[config.mk]
export PLATFORM = sky130hd
export DESIGN_NAME = add_seq_ctrl
export DESIGN_NICKNAME = d
export VERILOG_FILES = /design/src/rtl/add_seq_ctrl.sv
export SDC_FILE = /design/constraint.sdc
export NUM_CORES = 1
export LEC_CHECK = 0
export BUFFER_PORTS_ARGS = -buffer_cell sky130_fd_sc_hd__clkbuf_2
export CORE_ASPECT_RATIO = 0.7
export CORE_MARGIN = 5
export CORE_UTILIZATION = 40
export CTS_BUF_LIST = sky130_fd_sc_hd__clkbuf_8
export DETAILED_ROUTE_END_ITERATION = 10
export GPL_TIMING_DRIVEN = 0
export PLACE_DENSITY_LB_ADDON = 0.12
export SYNTH_ARGS = -nofsm -noshare
export SYNTH_HDL_FRONTEND = slang
export SYNTH_SLANG_ARGS = --single-unit
[constraint.sdc]
create_clock -name clk -period 3.9 [get_ports clk]
set_clock_uncertainty 0.05 [all_clocks]
set_input_delay 0.39 -clock clk [delete_from_list [all_inputs] [get_ports clk]]
set_output_delay 0.39 -clock clk [all_outputs]
set_load 0.1 [all_outputs]
[src/rtl/add_seq_ctrl.sv]
// add_seq_ctrl: streams LSW-first operand pairs through one 32-bit adder, chaining carry/borrow per word.
// One-cycle result latency, single output register (in_ready drops while a result is stalled); ADD_SEQ_OVF_EN enables ovf.
module add_seq_ctrl #(
  parameter int MAX_WORDS = 8,
  localparam int CW = $clog2(MAX_WORDS + 1)
) (
  input  logic          clk,
  input  logic          rst_n,
  input  logic          start,
  input  logic [CW-1:0] num_words,
  input  logic          sub,
  input  logic          cin_init,
  input  logic          in_valid,
  output logic          in_ready,
  input  logic [31:0]   in_a,
  input  logic [31:0]   in_b,
  output logic          out_valid,
  input  logic          out_ready,
  output logic [31:0]   out_sum,
  output logic          out_last,
  output logic          busy,
  output logic          done,
  output logic          carry_out,
  output logic          ovf
);

  typedef enum logic [1:0] {S_IDLE, S_RUN, S_DRAIN, S_FIN} state_t;

  state_t        state_q, state_d;
  logic [CW-1:0] len_q, len_d;
  logic [CW-1:0] cnt_q, cnt_d;
  logic          op_q, op_d;
  logic          carry_q, carry_d;
  logic          out_vld_q, out_vld_d;
  logic          out_last_q, out_last_d;
  logic [31:0]   out_sum_q, out_sum_d;
  logic          carry_out_q, carry_out_d;

  logic [31:0]   b_eff;
  logic [32:0]   sum_w;
  logic          in_hs;
  logic          out_hs;
  logic          last_beat;

  // Subtraction runs as A + ~B + carry, with the borrow-in folded into the initial carry.
  assign b_eff     = op_q ? ~in_b : in_b;
  assign sum_w     = {1'b0, in_a} + {1'b0, b_eff} + {32'd0, carry_q};
  assign in_ready  = (state_q == S_RUN) && (!out_vld_q || out_ready);
  assign in_hs     = in_valid && in_ready;
  assign out_hs    = out_vld_q && out_ready;
  assign last_beat = (cnt_q == len_q - CW'(1));

  always_comb begin
    state_d     = state_q;
    len_d       = len_q;
    cnt_d       = cnt_q;
    op_d        = op_q;
    carry_d     = carry_q;
    out_vld_d   = out_vld_q;
    out_last_d  = out_last_q;
    out_sum_d   = out_sum_q;
    carry_out_d = carry_out_q;
    case (state_q)
      S_IDLE: begin
        if (start) begin
          if (num_words != '0) begin
            len_d       = num_words;
            op_d        = sub;
            carry_d     = cin_init ^ sub;
            cnt_d       = '0;
            carry_out_d = 1'b0;
            state_d     = S_RUN;
          end else begin
            carry_out_d = cin_init;
            state_d     = S_FIN;
          end
        end
      end
      S_RUN: begin
        if (in_hs) begin
          out_sum_d  = sum_w[31:0];
          out_vld_d  = 1'b1;
          out_last_d = last_beat;
          carry_d    = sum_w[32];
          cnt_d      = cnt_q + CW'(1);
          if (last_beat) state_d = S_DRAIN;
        end else if (out_hs) begin
          out_vld_d = 1'b0;
        end
      end
      S_DRAIN: begin
        if (out_hs) begin
          out_vld_d   = 1'b0;
          out_last_d  = 1'b0;
          carry_out_d = op_q ? ~carry_q : carry_q;
          state_d     = S_FIN;
        end
      end
      S_FIN:   state_d = S_IDLE;
      default: state_d = S_IDLE;
    endcase
  end

  always_ff @(posedge clk or negedge rst_n) begin
    if (!rst_n) begin
      state_q     <= S_IDLE;
      len_q       <= '0;
      cnt_q       <= '0;
      op_q        <= 1'b0;
      carry_q     <= 1'b0;
      out_vld_q   <= 1'b0;
      out_last_q  <= 1'b0;
      out_sum_q   <= '0;
      carry_out_q <= 1'b0;
    end else begin
      state_q     <= state_d;
      len_q       <= len_d;
      cnt_q       <= cnt_d;
      op_q        <= op_d;
      carry_q     <= carry_d;
      out_vld_q   <= out_vld_d;
      out_last_q  <= out_last_d;
      out_sum_q   <= out_sum_d;
      carry_out_q <= carry_out_d;
    end
  end

`ifdef ADD_SEQ_OVF_EN
  logic word_ovf_q, word_ovf_d;
  logic ovf_q, ovf_d;
  logic c31;

  // Carry into bit 31 recovered from the sum bit; overflow is carry-in xor carry-out of the MSB.
  assign c31 = in_a[31] ^ b_eff[31] ^ sum_w[31];

  always_comb begin
    word_ovf_d = word_ovf_q;
    ovf_d      = ovf_q;
    if (in_hs) word_ovf_d = sum_w[32] ^ c31;
    if (state_q == S_IDLE && start)        ovf_d = 1'b0;
    else if (state_q == S_DRAIN && out_hs) ovf_d = word_ovf_q;
  end

  always_ff @(posedge clk or negedge rst_n) begin
    if (!rst_n) begin
      word_ovf_q <= 1'b0;
      ovf_q      <= 1'b0;
    end else begin
      word_ovf_q <= word_ovf_d;
      ovf_q      <= ovf_d;
    end
  end

  assign ovf = ovf_q;
`else
  assign ovf = 1'b0;
`endif

  assign out_valid = out_vld_q;
  assign out_sum   = out_sum_q;
  assign out_last  = out_last_q;
  assign carry_out = carry_out_q;
  assign busy      = (state_q != S_IDLE);
  assign done      = (state_q == S_FIN);

endmodule

==> impl_metrics.yaml <==
placed_design:
  hpwl_um: 9230
  preCtsSetupSlack_ns: -0.485
  placedCellCount: 697
  io_buffers: 112
  gp_congestion: 0.885
sta:
  finalSetupTns_ns: 0
  fin_crit_sh: 0.943
  max_freq_ghz: 0.272
  final-setup-viol-count: 0
  maxSlewViolCount: 0
  relSlewSlack: 0.435
  rsz0062_at_grt: "true"
  worst_pin_slew_ns: 0.839
  period_minus_slack_ns: 3.68
  setup_slack_ns: 0.221
  hold_viol: 0
logic_synthesis:
  async_flop_share: 1.00
  ys_warn_count: 0
  syn_inst: 457
  synth-edff-count: 0
  avgSynthCellArea_sq_um: 8.71
  synth_most_common_cell: "nand2_1"
  synth_common_cells: "nand2_1, xor2_1, o21ai_0, dfrtp_1, ha_1"
  syn_nets: 572
  yosysUniqueCellTypes: 53
  synth_area_sq_um: 3980
  ys_seq_area_frac: 0.295
  synth-main-ff-cell: "dfrtp_1"
  synthDominantAreaCellType: "dfrtp_1"
  synthDominantCellAreaShare: 0.295
  ys_ff_latch: 47
  synthTopCellsByArea: "dfrtp_1, ha_1, xor2_1"
global_route:
  grt_use_total: 0.191
  overflow: 0
  first_global_vias: 3771
  antenna_found_initial: 0
  grt_max_degree: 48
  grt_pass1_wl_um: 18700
critical_path:
  critPathCaptureType: "flip-flop"
  critPathKind: "flip-flop to flip-flop"
  startpoint_type: "flip-flop"
  r2r-end: "out_sum[26]$_DFFE_PN0P_"
  cpMaxStageDelayCell: "dfrtp_2"
  reg2reg_slack_ns: 0.22
  critical-path-max-stage-delay_ns: 0.50
  reg2reg_depth: 13
  required_ns: 4.03
  r2r-start: "op_q$_DFFE_PN0P_"
  cp_max_fo: 10
  arrival_ns: 3.81
  crit_chain: "clkbuf_4, xnor2_1, fa_1, inv_1, fa_1, a211oi_1, nor2_1, a31oi_2, o21ai_4, a311oi_1, o21ai_0, xnor2_1, o21ai_0"
final_layout:
  fill_cells: 974
  antenna_cells: 0
  syn_to_final_growth_pct: 21.5
  final_nets: 692
  regArea_sq_um: 1180
  drive_gt1_frac: 0.247
  multi_input_area_sq_um: 2690
  finalNonFillerCells: 706
drt:
  vias: 3742
  vias_per_cell: 5.30
  first_iter_violations: 304
  post_drt_wl_per_cell_um: 16.0
  dr.pass1.iters: 4
  drc: 0
  ant_nets: 0
  routed_wl_um: 11300
worst_hold_path:
  hp-class: "primary input to flip-flop"
  hold_end: "len_q[1]$_DFFE_PN0P_"
  hp-start: "num_words[1]"
  holdPathStages: 3
clocking:
  numCtsBuffers: 5
  cts_tree: "done"
  cts_sinks: 47
  cts-root-buf: "clkbuf_8"
  clkLatencyLatePin_ns: 0.30
  htreeDepth: 2
  clkTransAtPathRegs_ns: 0.10
  clk_path_buf_depth: 2
floorplanning:
  dieArea_sq_um: 12100
  row_count: 30
  ioPinCount: 114
  die_w_um: 129
  start_util: 0.410
  core_area_sq_um: 9720
  die_height_um: 93.5
run:
  cap_violations: 0
status:
  status: "complete, no violations"
==> cell type report <==
cell class                      instances  share of cell area
Multi-Input combinational cell        378               0.556
Sequential cell                        47               0.243
Timing Repair Buffer                  114               0.122
Tap cell                              128              0.0331
Buffer                                 19              0.0178
Clock buffer                            5              0.0142
Inverter                               12             0.00931
Clock inverter                          3             0.00414
==> registers in the layout, indices dropped and copies added (netlist names) <==
| signal | flops |
|---|---|
| state_q | 2 |
| cnt_q | 4 |
| carry_out | 1 |
| out_valid | 1 |
| carry_q | 1 |
| out_last | 1 |
| len_q | 4 |
| op_q | 1 |
| out_sum | 32 |
==> cell usage in the layout, fill, tap and decap left out, drive strengths merged, types with 6 or more instances in the layout <==
cell and n:
a21boi 6, a21o 22, inv 12, nand4 7
dfrtp 47, nor2 14, nor2b 7, nand2 58
ha 38, xor2 51, mux2 6, xnor2 16
nor3 10, buf 6, a31oi 6, a21oi 30
o21ai 50, clkbuf 131
==> metal layers <==
layer	up-vias	routed length [um]	part of all wire	global-route usage
li1	1868	-	-	-
met1	1770	5760	0.51	0.291
met2	99	4810	0.43	0.289
met5	-	0	0	0
met3	5	713	0.063	0.0274
met4	0	34	0.0030	0.0315
==> cell families (layout without fill, tap and decap cells) <==
kind of cell | after synthesis | in the layout | share of synthesized area
DFF | 47 | 47 | 0.295
muxes | 7 | 7 | 0.0195
xor gates and xnor gates | 67 | 67 | 0.147
other | 1 | 1 | 0.000942
buffers and inverters | 32 | 153 | 0.0324
and+or+nand+nor | 116 | 116 | 0.135
AOI/OAI and AO/OA | 147 | 147 | 0.240
adders and majority gates | 40 | 40 | 0.129
==> stage by stage <==
stage | area, sq um | hold WS (ns) | util
2_1_floorplan | 3980 | 0.0444 | -
3_3_place_gp | 4700 | 0.413 | 0.484
3_5_place_dp | 4700 | 0.426 | 0.484
4_1_cts | 4800 | 0.253 | 0.494
5_1_grt | 4840 | 0.264 | 0.498
6_report | 4840 | 0.267 | 0.498
==> timing repair <==
item,4_1_cts,5_1_grt
endpoints found under the hold margin,0,8
resized for setup,4,4
hold buffers,0,1
pin swaps,0,1
setup buffers,0,0
setup endpoints to repair,11,7
==> worst max path at each step <==
stage	startpoint	end	slack, ns	cells past startpoint
2_1_floorplan	state_q[1]$_DFFE_PN0P_	out_sum[15]$_DFFE_PN0P_	0.24	8
3_3_place_gp	op_q$_DFFE_PN0P_	carry_q$_DFFE_PN0P_	-0.39	14
3_5_place_dp	op_q$_DFFE_PN0P_	carry_q$_DFFE_PN0P_	-0.49	14
4_1_cts	op_q$_DFFE_PN0P_	carry_q$_DFFE_PN0P_	0.01	11
5_1_grt	op_q$_DFFE_PN0P_	out_sum[26]$_DFFE_PN0P_	-0.06	13
6_report	op_q$_DFFE_PN0P_	out_sum[26]$_DFFE_PN0P_	0.22	13
==> critical path, delay by kind of cell (launching register included) <==
| family | cells | cell delay (ns) |
|---|---|---|
| AO/OA/AOI/OAI | 6 | 1.47 |
| adder cells (fa/ha/maj) | 2 | 0.64 |
| flip-flops | 1 | 0.50 |
| XOR/XNOR | 2 | 0.44 |
| buffers and inverters | 2 | 0.32 |
| AND/OR/NAND/NOR | 1 | 0.13 |
Power is left out: the tool's default activity adds up to more than one toggle a clock period on the data nets, which glitch-free logic cannot reach.
